[src/rtl/pc_pkg.sv]
// -----------------------------------------------------------------------------
// pc_pkg
// Shared definitions for the fetch-stage program counter.
//   - Default values for PC width, reset/trap vectors, increment and RAS depth.
//   - pc_sel_t: next-PC mux select.
//   - encode_sel(): fixed-priority encoder from redirect/stall requests to
//     pc_sel_t (trap > return > branch > stall > sequential).
// -----------------------------------------------------------------------------
package pc_pkg;

    localparam int unsigned PC_W_DEF      = 8;
    localparam int unsigned RESET_VEC_DEF = 'h00;
    localparam int unsigned TRAP_VEC_DEF  = 'hF0;
    localparam int unsigned INC_DEF       = 1;
    localparam int unsigned RAS_DEPTH_DEF = 4;

    typedef enum logic [2:0] {
        SEL_SEQ,
        SEL_HOLD,
        SEL_BR,
        SEL_RET,
        SEL_TRAP
    } pc_sel_t;

    // Redirects outrank stall: EX-resolved control flow must never be held off
    // by a fetch-side hazard.
    function automatic pc_sel_t encode_sel(
        input logic trap,
        input logic ret_e,
        input logic branch_take,
        input logic stall_f
    );
        if (trap)             return SEL_TRAP;
        else if (ret_e)       return SEL_RET;
        else if (branch_take) return SEL_BR;
        else if (stall_f)     return SEL_HOLD;
        else                  return SEL_SEQ;
    endfunction

endpackage

[src/rtl/pc_ras.sv]
// -----------------------------------------------------------------------------
// pc_ras
// Circular return-address stack. top points at the most recent entry; a push
// writes at top+1, so when the stack is full the write lands on the oldest
// entry and silently replaces it.
// Ports:
//   clk, reset        clock (rising edge), asynchronous active-high reset
//   push, push_data   push request and return address to store
//   pop               pop request (wins over push in the same cycle)
//   top_data          entry at the top pointer (valid only when !empty)
//   empty, full       count == 0 / count == DEPTH
//   err               registered one-cycle pulse: underflow, overflow or
//                     simultaneous push/pop
// -----------------------------------------------------------------------------
module pc_ras
    import pc_pkg::*;
#(
    parameter int unsigned W     = PC_W_DEF,
    parameter int unsigned DEPTH = RAS_DEPTH_DEF
) (
    input  logic         clk,
    input  logic         reset,
    input  logic         push,
    input  logic [W-1:0] push_data,
    input  logic         pop,
    output logic [W-1:0] top_data,
    output logic         empty,
    output logic         full,
    output logic         err
);

    localparam int unsigned PTR_W = $clog2(DEPTH);
    localparam int unsigned CNT_W = $clog2(DEPTH + 1);

    logic [W-1:0]     mem [DEPTH];
    logic [PTR_W-1:0] top;
    logic [PTR_W-1:0] wr_ptr;
    logic [CNT_W-1:0] count;
    logic             do_push;
    logic             do_pop;
    logic             err_now;

    assign empty    = (count == '0);
    assign full     = (count == CNT_W'(DEPTH));
    assign top_data = mem[top];

    // A pop always takes precedence; the push in a conflicting cycle is dropped.
    assign do_pop  = pop & ~empty;
    assign do_push = push & ~pop;
    assign wr_ptr  = top + PTR_W'(1);

    assign err_now = (pop & empty) | (push & pop) | (push & ~pop & full);

    // NOTE: sequential state uses non-blocking (<=) so every register samples
    // the pre-edge values, independent of statement order.
    always_ff @(posedge clk or posedge reset) begin
        if (reset) begin
            top   <= '0;
            count <= '0;
            err   <= 1'b0;
        end else begin
            if (do_pop) begin
                top   <= top - PTR_W'(1);
                count <= count - CNT_W'(1);
            end else if (do_push) begin
                top <= wr_ptr;
                if (!full) count <= count + CNT_W'(1);
            end
            err <= err_now;
        end
    end

    // NOTE: the storage array is deliberately left out of reset; an entry is
    // only ever read after it has been written, because count gates every read.
    always_ff @(posedge clk) begin
        if (do_push) mem[wr_ptr] <= push_data;
    end

endmodule

[src/rtl/pc_unit.sv]
// -----------------------------------------------------------------------------
// pc_unit
// Fetch-stage program counter with prioritised redirects, stall hold and a
// return-address stack.
// Ports:
//   clk, reset          clock (rising edge), asynchronous active-high reset
//   stall_f             hold pc (hazard unit)
//   branch_take         taken branch/jump from EX, target on branch_target
//   call_e              call from EX: push call_ret_addr onto the RAS
//   ret_e               return from EX: pop RAS, redirect to popped value
//   trap                exception: redirect to TRAP_VEC
//   pc                  registered fetch address
//   pc_plus             pc + INC (combinational, wraps mod 2^PC_W)
//   flush_d             a redirect is taken this cycle; IF/ID must flush
//   ras_empty/ras_full  RAS occupancy flags
//   ras_err             one-cycle pulse on RAS underflow/overflow/conflict
// -----------------------------------------------------------------------------
module pc_unit
    import pc_pkg::*;
#(
    parameter int unsigned          PC_W      = PC_W_DEF,
    parameter logic [PC_W-1:0]      RESET_VEC = PC_W'(RESET_VEC_DEF),
    parameter logic [PC_W-1:0]      TRAP_VEC  = PC_W'(TRAP_VEC_DEF),
    parameter int unsigned          INC       = INC_DEF,
    parameter int unsigned          RAS_DEPTH = RAS_DEPTH_DEF
) (
    input  logic            clk,
    input  logic            reset,
    input  logic            stall_f,
    input  logic            branch_take,
    input  logic [PC_W-1:0] branch_target,
    input  logic            call_e,
    input  logic [PC_W-1:0] call_ret_addr,
    input  logic            ret_e,
    input  logic            trap,
    output logic [PC_W-1:0] pc,
    output logic [PC_W-1:0] pc_plus,
    output logic            flush_d,
    output logic            ras_empty,
    output logic            ras_full,
    output logic            ras_err
);

    pc_sel_t         sel;
    logic [PC_W-1:0] next_pc;
    logic [PC_W-1:0] ras_top;

    // RAS operations follow EX directly: neither stall_f nor trap gates them.
    pc_ras #(
        .W     (PC_W),
        .DEPTH (RAS_DEPTH)
    ) u_ras (
        .clk       (clk),
        .reset     (reset),
        .push      (call_e),
        .push_data (call_ret_addr),
        .pop       (ret_e),
        .top_data  (ras_top),
        .empty     (ras_empty),
        .full      (ras_full),
        .err       (ras_err)
    );

    assign pc_plus = pc + PC_W'(INC);
    assign flush_d = trap | ret_e | branch_take;

    // NOTE: next_pc gets a default before the case so every path assigns it
    // and no latch is inferred.
    always_comb begin
        sel     = encode_sel(trap, ret_e, branch_take, stall_f);
        next_pc = pc_plus;
        case (sel)
            SEL_TRAP: next_pc = TRAP_VEC;
            // A return with nothing on the stack is treated like a trap.
            SEL_RET:  next_pc = ras_empty ? TRAP_VEC : ras_top;
            SEL_BR:   next_pc = branch_target;
            SEL_HOLD: next_pc = pc;
            SEL_SEQ:  next_pc = pc_plus;
            default:  next_pc = pc_plus;
        endcase
    end

    always_ff @(posedge clk or posedge reset) begin
        if (reset) pc <= RESET_VEC;
        else       pc <= next_pc;
    end

endmodule

[config.mk]
export PLATFORM = sky130hd
export DESIGN_NAME = pc_unit
export DESIGN_NICKNAME = d
export VERILOG_FILES = /design/src/rtl/pc_pkg.sv /design/src/rtl/pc_ras.sv /design/src/rtl/pc_unit.sv
export SDC_FILE = /design/constraint.sdc
export NUM_CORES = 1
export LEC_CHECK = 0
export ABC_CLOCK_PERIOD_IN_PS = 1700
export CAP_MARGIN = 20
export CORE_MARGIN = 2
export CORE_UTILIZATION = 35
export CTS_CLUSTER_SIZE = 25
export DETAILED_ROUTE_END_ITERATION = 6
export SYNTH_ARGS = -nofsm -noshare
export SYNTH_HDL_FRONTEND = slang
export SYNTH_SLANG_ARGS = --single-unit
[constraint.sdc]
create_clock -name clk -period 1.7 [get_ports clk]
set_clock_uncertainty 0.15 [all_clocks]
set_input_delay 0.255 -clock clk [delete_from_list [all_inputs] [get_ports clk]]
set_output_delay 0.255 -clock clk [all_outputs]
set_load 0.005 [all_outputs]
### Word-level counts from Yosys, hierarchy flattened

Memories as Yosys holds them, arrays and structs flattened.
Cells that the tools add are included.

* output and inout port bits: 20
* memories kept: 1
* RAM bits: 32
* input bits: 23
* flip-flop bits (word level): 14
* logic and storage cells: 43

Memory list
* u_ras.mem: depth 4, bits a word 8, read ports 1, clocked after Yosys merged registers in 0, write ports 1, RTL line pc_ras.sv:35 `logic [W-1:0] mem [DEPTH];`

* reductions and logical operators: 3
* eq/ne operators: 6
* bitwise operators: 11
* add/sub/neg operators: 5
* multiplexer cells: 13

Operator list (count)
* $pmux 8 s4: 1
* $mux 3: 4
* $add 8x1->8 const B: 1
* $mux 2: 4
* $mux 8: 1
* $eq 3x2->1 const B: 2
* $eq 3x3->1 const B: 2
* $and 1x1->1: 5
* $or 1x1->1: 4
* $add 3x1->3 const B: 1
* $eq 3x1->1 const B: 1
* $logic_not 3->1: 1
* $mux 1: 3
* $sub 3x1->3 const B: 1
* $add 2x1->2 const B: 1
* $ne 2x2->1 const B: 1
* $not 1->1: 2
* $reduce_and 2->1: 1
* $reduce_bool 2->1: 1
* $sub 2x1->2 const B: 1

### Longest topological paths before layout

* word-level depth: 6
* depth in mapped cells: 9
* gate-level depth less buffers: 9

### Cells and area by module

A second synthesis with hierarchy kept.

* cells, all modules: 172
* area total of the unflattened synthesis: 2319.7 sq um

Modules (own cells, without submodules)
* pc_ras: cells each 92, area each 1619.1 sq um, seq. area each 1111.1 sq um, times used 1
* pc_unit: cells each 80, area each 700.7 sq um, seq. area each 200.2 sq um, times used 1

### Least setup slack after synthesis

No wires, ideal clock.

* path kind: reg-to-reg
* from: register u_ras.count[2]
* to: register u_ras.count[2]
* data required time: 1419 ps
* stages on the path, launching flop included: 10
* arrival time: 1608 ps
* slack: -189 ps
* path buffers: 0
* setup time: 131 ps
* clock period less this slack: 1889 ps
* path through: dfrtp_1 or3_4 inv_2 nor2_2 inv_2 fa_1 inv_1 a21oi_1 a221oi_1 a21oi_1

* longest elaborated chain between the ends: 5
* elaborated cells on any way between the ends: 12
* those cells by class: 2 x add/sub; 2 x eq/ne; 3 x mux; 2 x bitwise; 3 x reduce/logical

Ends and longest elaborated chain
* start, declared: RTL line pc_ras.sv:38 `logic [CNT_W-1:0] count;`
* start signal, assigned: RTL line pc_ras.sv:64 `count <= count - CNT_W'(1);`
* start signal, assigned: RTL line pc_ras.sv:67 `if (!full) count <= count + CNT_W'(1);`
* $logic_not 3->1 (*): RTL line pc_ras.sv:43 `assign empty = (count == '0);`
* via ras_empty: RTL line pc_unit.sv:39 `output logic ras_empty,`
* $not 1->1 (*): RTL line pc_ras.sv:48 `assign do_pop = pop & ~empty;`
* $and 1x1->1 (*): RTL line pc_ras.sv:48
* $ne 2x2->1 (no line) or $reduce_bool 2->1 (tied branches)
* $reduce_and 2->1 (no line)

The timed path passes the listed nets; every way through them passes the cells marked *. The select of a mux whose other input is x is not followed.
A chain may end at the register's enable or synchronous reset.

### Final worst setup path

* from: register pc[0]
* to: output port pc_plus[7]

* longest elaborated chain between the ends: 1

Ends and longest elaborated chain
* start, declared: RTL line pc_unit.sv:36 `output logic [PC_W-1:0] pc,`
* start signal, assigned: RTL line pc_unit.sv:85 `else pc <= next_pc;`
* $add 8x1->8: RTL line pc_unit.sv:64 `assign pc_plus = pc + PC_W'(INC);`
* end, declared: RTL line pc_unit.sv:37 `output logic [PC_W-1:0] pc_plus,`

Every way passes these cells.

==> impl_results.md <==
- CP dominant cell by count: buf_6
- Critical-path cell list: buf_6, nand2_4, buf_6, nor3_4, xor2_1, buf_2
- Synth Net Count: 193
- Drt total wl: between 5000 and 6000 um
- Final period utilization: 1.18
- Hold Crit Class: in2async
- # IOs: 43
- Yosys reg bits: 46
- Vias in the first global route: 1886
- Die X: ~84 um
- Largest fanout on the critical path: 4
- Fin. Hold Viols: 0
- Synth area leader: edfxtp_1
- Number of synthesized flops with an enable pin: 32
- Port Buf Inserts: 42
- Remaining DRCs: 0
- Final HPWL DP: between 4000 and 5000 um
- Clk root buf: clkbuf_8
- Maximum clock frequency: roughly 500 MHz
- Reg-to-reg endpoint: u_ras.count[2]
- CTS tree: built
- Max Cap Viol: 0
- Core ar.: around 6300 um2
- CTS max path bufs: 2
- CTS clock-pin slew for the worst setup and hold paths: 100 ps
- Crit path capture type: primary output
- DR vias/cell: about 5.0
- Die area: 7040 um2
- RSZ-0062 raised after global routing: yes
- Total Power: 4.51 mW
- Share of layout cells above drive strength 1: 0.495
- Worst Tran Pin Value: ~350 ps
- Minimum clock period: 2000 ps
- Sequential area share after synthesis: 0.587
- Peak supply drop: approximately 700 uV
- DR iter-0 viols: 100
- Failing checks: negative setup slack
- GR Util All Layers: 0.176
- Global-route wire length before repair: roughly 9600 um
- Async set-reset flop share out of synthesis: 0.304
- Final nets: between 300 and 400
- Antenna-violating nets left: 0
- Crit Path Class: reg2out
- CTS H-Tree Depth: 2
- N_diodes: 0
- CP max-delay cell: dfrtp_2
- Final instance area: 3650 um2
- Final WS setup: -299 ps
- Die height: around 84 um
- Area contributors post-synth: edfxtp_1 43%, dfrtp_1 16%, mux4_1 5.9%
- Status: complete, but fails checks
- Worst reg2reg startpoint: u_ras.count[1]
- Clock Latency Late Sink: between 300 and 400 ps
- Worst R2R Path Depth: 10
- Setup-failing EPs final: 13
- Total Neg Setup Slack: -1930 ps
- Top-count cell post-synth: edfxtp_1
- Crit path largest cell delay: ~440 ps
- Post-synth top area share: 0.430
- GPL Wtd Cong: between 0.8 and 0.9
- Post-synth top cells: 32 x edfxtp_1, 14 x dfrtp_1, 11 x nand2_1, 10 x inv_1, 8 x o21ai_0
- Largest net degree at the start of global routing: 18
- Mapped Cells: 164
- Warnings, synthesis: 0
- Drt first pass iters: 4
- CP Launch Type: flip-flop
- CTS Buf Count: 5
- Area Growth Syn to Fin: 63.6%
- Vias: 1825
- Gr ovfl total: 0
- Main synth FF type: edfxtp_1
- Clock Sink Count: 46
- Pwr per Cell Area: about 1200 nW/um2
- CP Data Required Time: about 1300 ps
- Row Count: 29
- Routed WL per cell: 16.1 um
- Slew headroom: 0.768
- CP arrival: between 1500 and 2000 ps
- Syn avg cell area: 13.6 um2
- Placed Area: approximately 3200 um2
- Setup slack, reg-to-reg: -240 ps
- Initial core utilization: 0.356
- Leakage dissipation: between 1 and 1.5 nW
- Final Slew Violations: 0
- Cell Area, Synth: between 2000 and 2500 um2
- Hold Buf Count CTS: 0
- Count of cell types in the netlist: 49
- Antenna violations before repair: 0
worst max-delay path by stage:
stage	slack, ps	depth (start not counted)	end	from
global route	-380	6	pc_plus[7]	pc[0]
floorplan	-100	6	u_ras.count[1]	u_ras.count[0]
finish	-300	6	pc_plus[7]	pc[0]
CTS	-310	5	pc_plus[6]	pc[0]
detailed placement	-310	5	flush_d	ret_e
global placement	-320	5	flush_d	ret_e
logic make-up (layout without fill, tap and decap cells):
logic type	after synthesis	count (layout)	share of synthesized area
buf+inv	18	139	0.0347
fa+ha+maj	6	6	0.0370
xor+xnor	6	6	0.0235
flops	46	46	0.587
simple gates	39	39	0.0969
mux	8	8	0.0891
compound gates	41	41	0.132
registers in the layout, indices dropped and copies added (netlist names):
register and flops:
u_ras.count 3, u_ras.err 1, pc 8, u_ras.top 2, u_ras.mem 32
final cells by class:
cell class	instances	area, um2
Clock buffer	5	68.8
Clock inverter	3	27.5
Fill cell	521	2620
Inverter	12	47.5
Multi-Input combinational cell	100	1000
Sequential cell	46	1310
Tap cell	77	96.3
Timing Repair Buffer	119	1100
routing by layer:
layer,routed length [um],vias to the layer above,track usage,share of wire
met2,2750,66,0.282,0.47
met3,350,4,0.0406,0.060
met5,0,-,0,0
met1,2680,891,0.247,0.46
met4,38,0,0.0352,0.0065
li1,-,864,-,-
placed cells by master (no fill, tap or decap), types with 5 or more instances in the layout:
cell type,n
nand2_1,9
buf_4,52
o21ai_0,5
dlygate4sd2_1,10
mux4_2,7
buf_12,6
buf_6,20
edfxtp_1,32
dfrtp_1,12
buf_2,5
clkbuf_8,5
nor2_1,5
inv_1,6
clkdlybuf4s50_1,21
inv_2,5
through the flow:
stage	setup WS, ps	utilization	hold slack, ps	cells
after global placement	-317	0.514	428	334
after detailed placement	-306	0.514	437	334
after floorplan	-95.6	-	-5.78	164
final	-299	0.582	91.8	362
after CTS	-310	0.566	95.4	361
after global routing	-376	0.582	118	362
worst max-delay path, delay by kind of cell (launching register included):
family | cells | cell delay, ps
flops | 1 | 440
simple gates | 2 | 240
buf+inv | 3 | 390
xor+xnor | 1 | 220
what timing repair did:
action	4_1_cts	5_1_grt
pin swaps	17	17
gates resized for setup	81	34
endpoints found under the setup margin	27	35
setup buffers	19	8
report_power, final:
group | internal (mW) | leakage (nW) | switching [mW]
sequential | 1.39 | 0.450 | 0.139
clock | 0.305 | 0.0467 | 0.410
combinational | 1.36 | 0.989 | 0.900
Power figures use the tool's default switching activity.
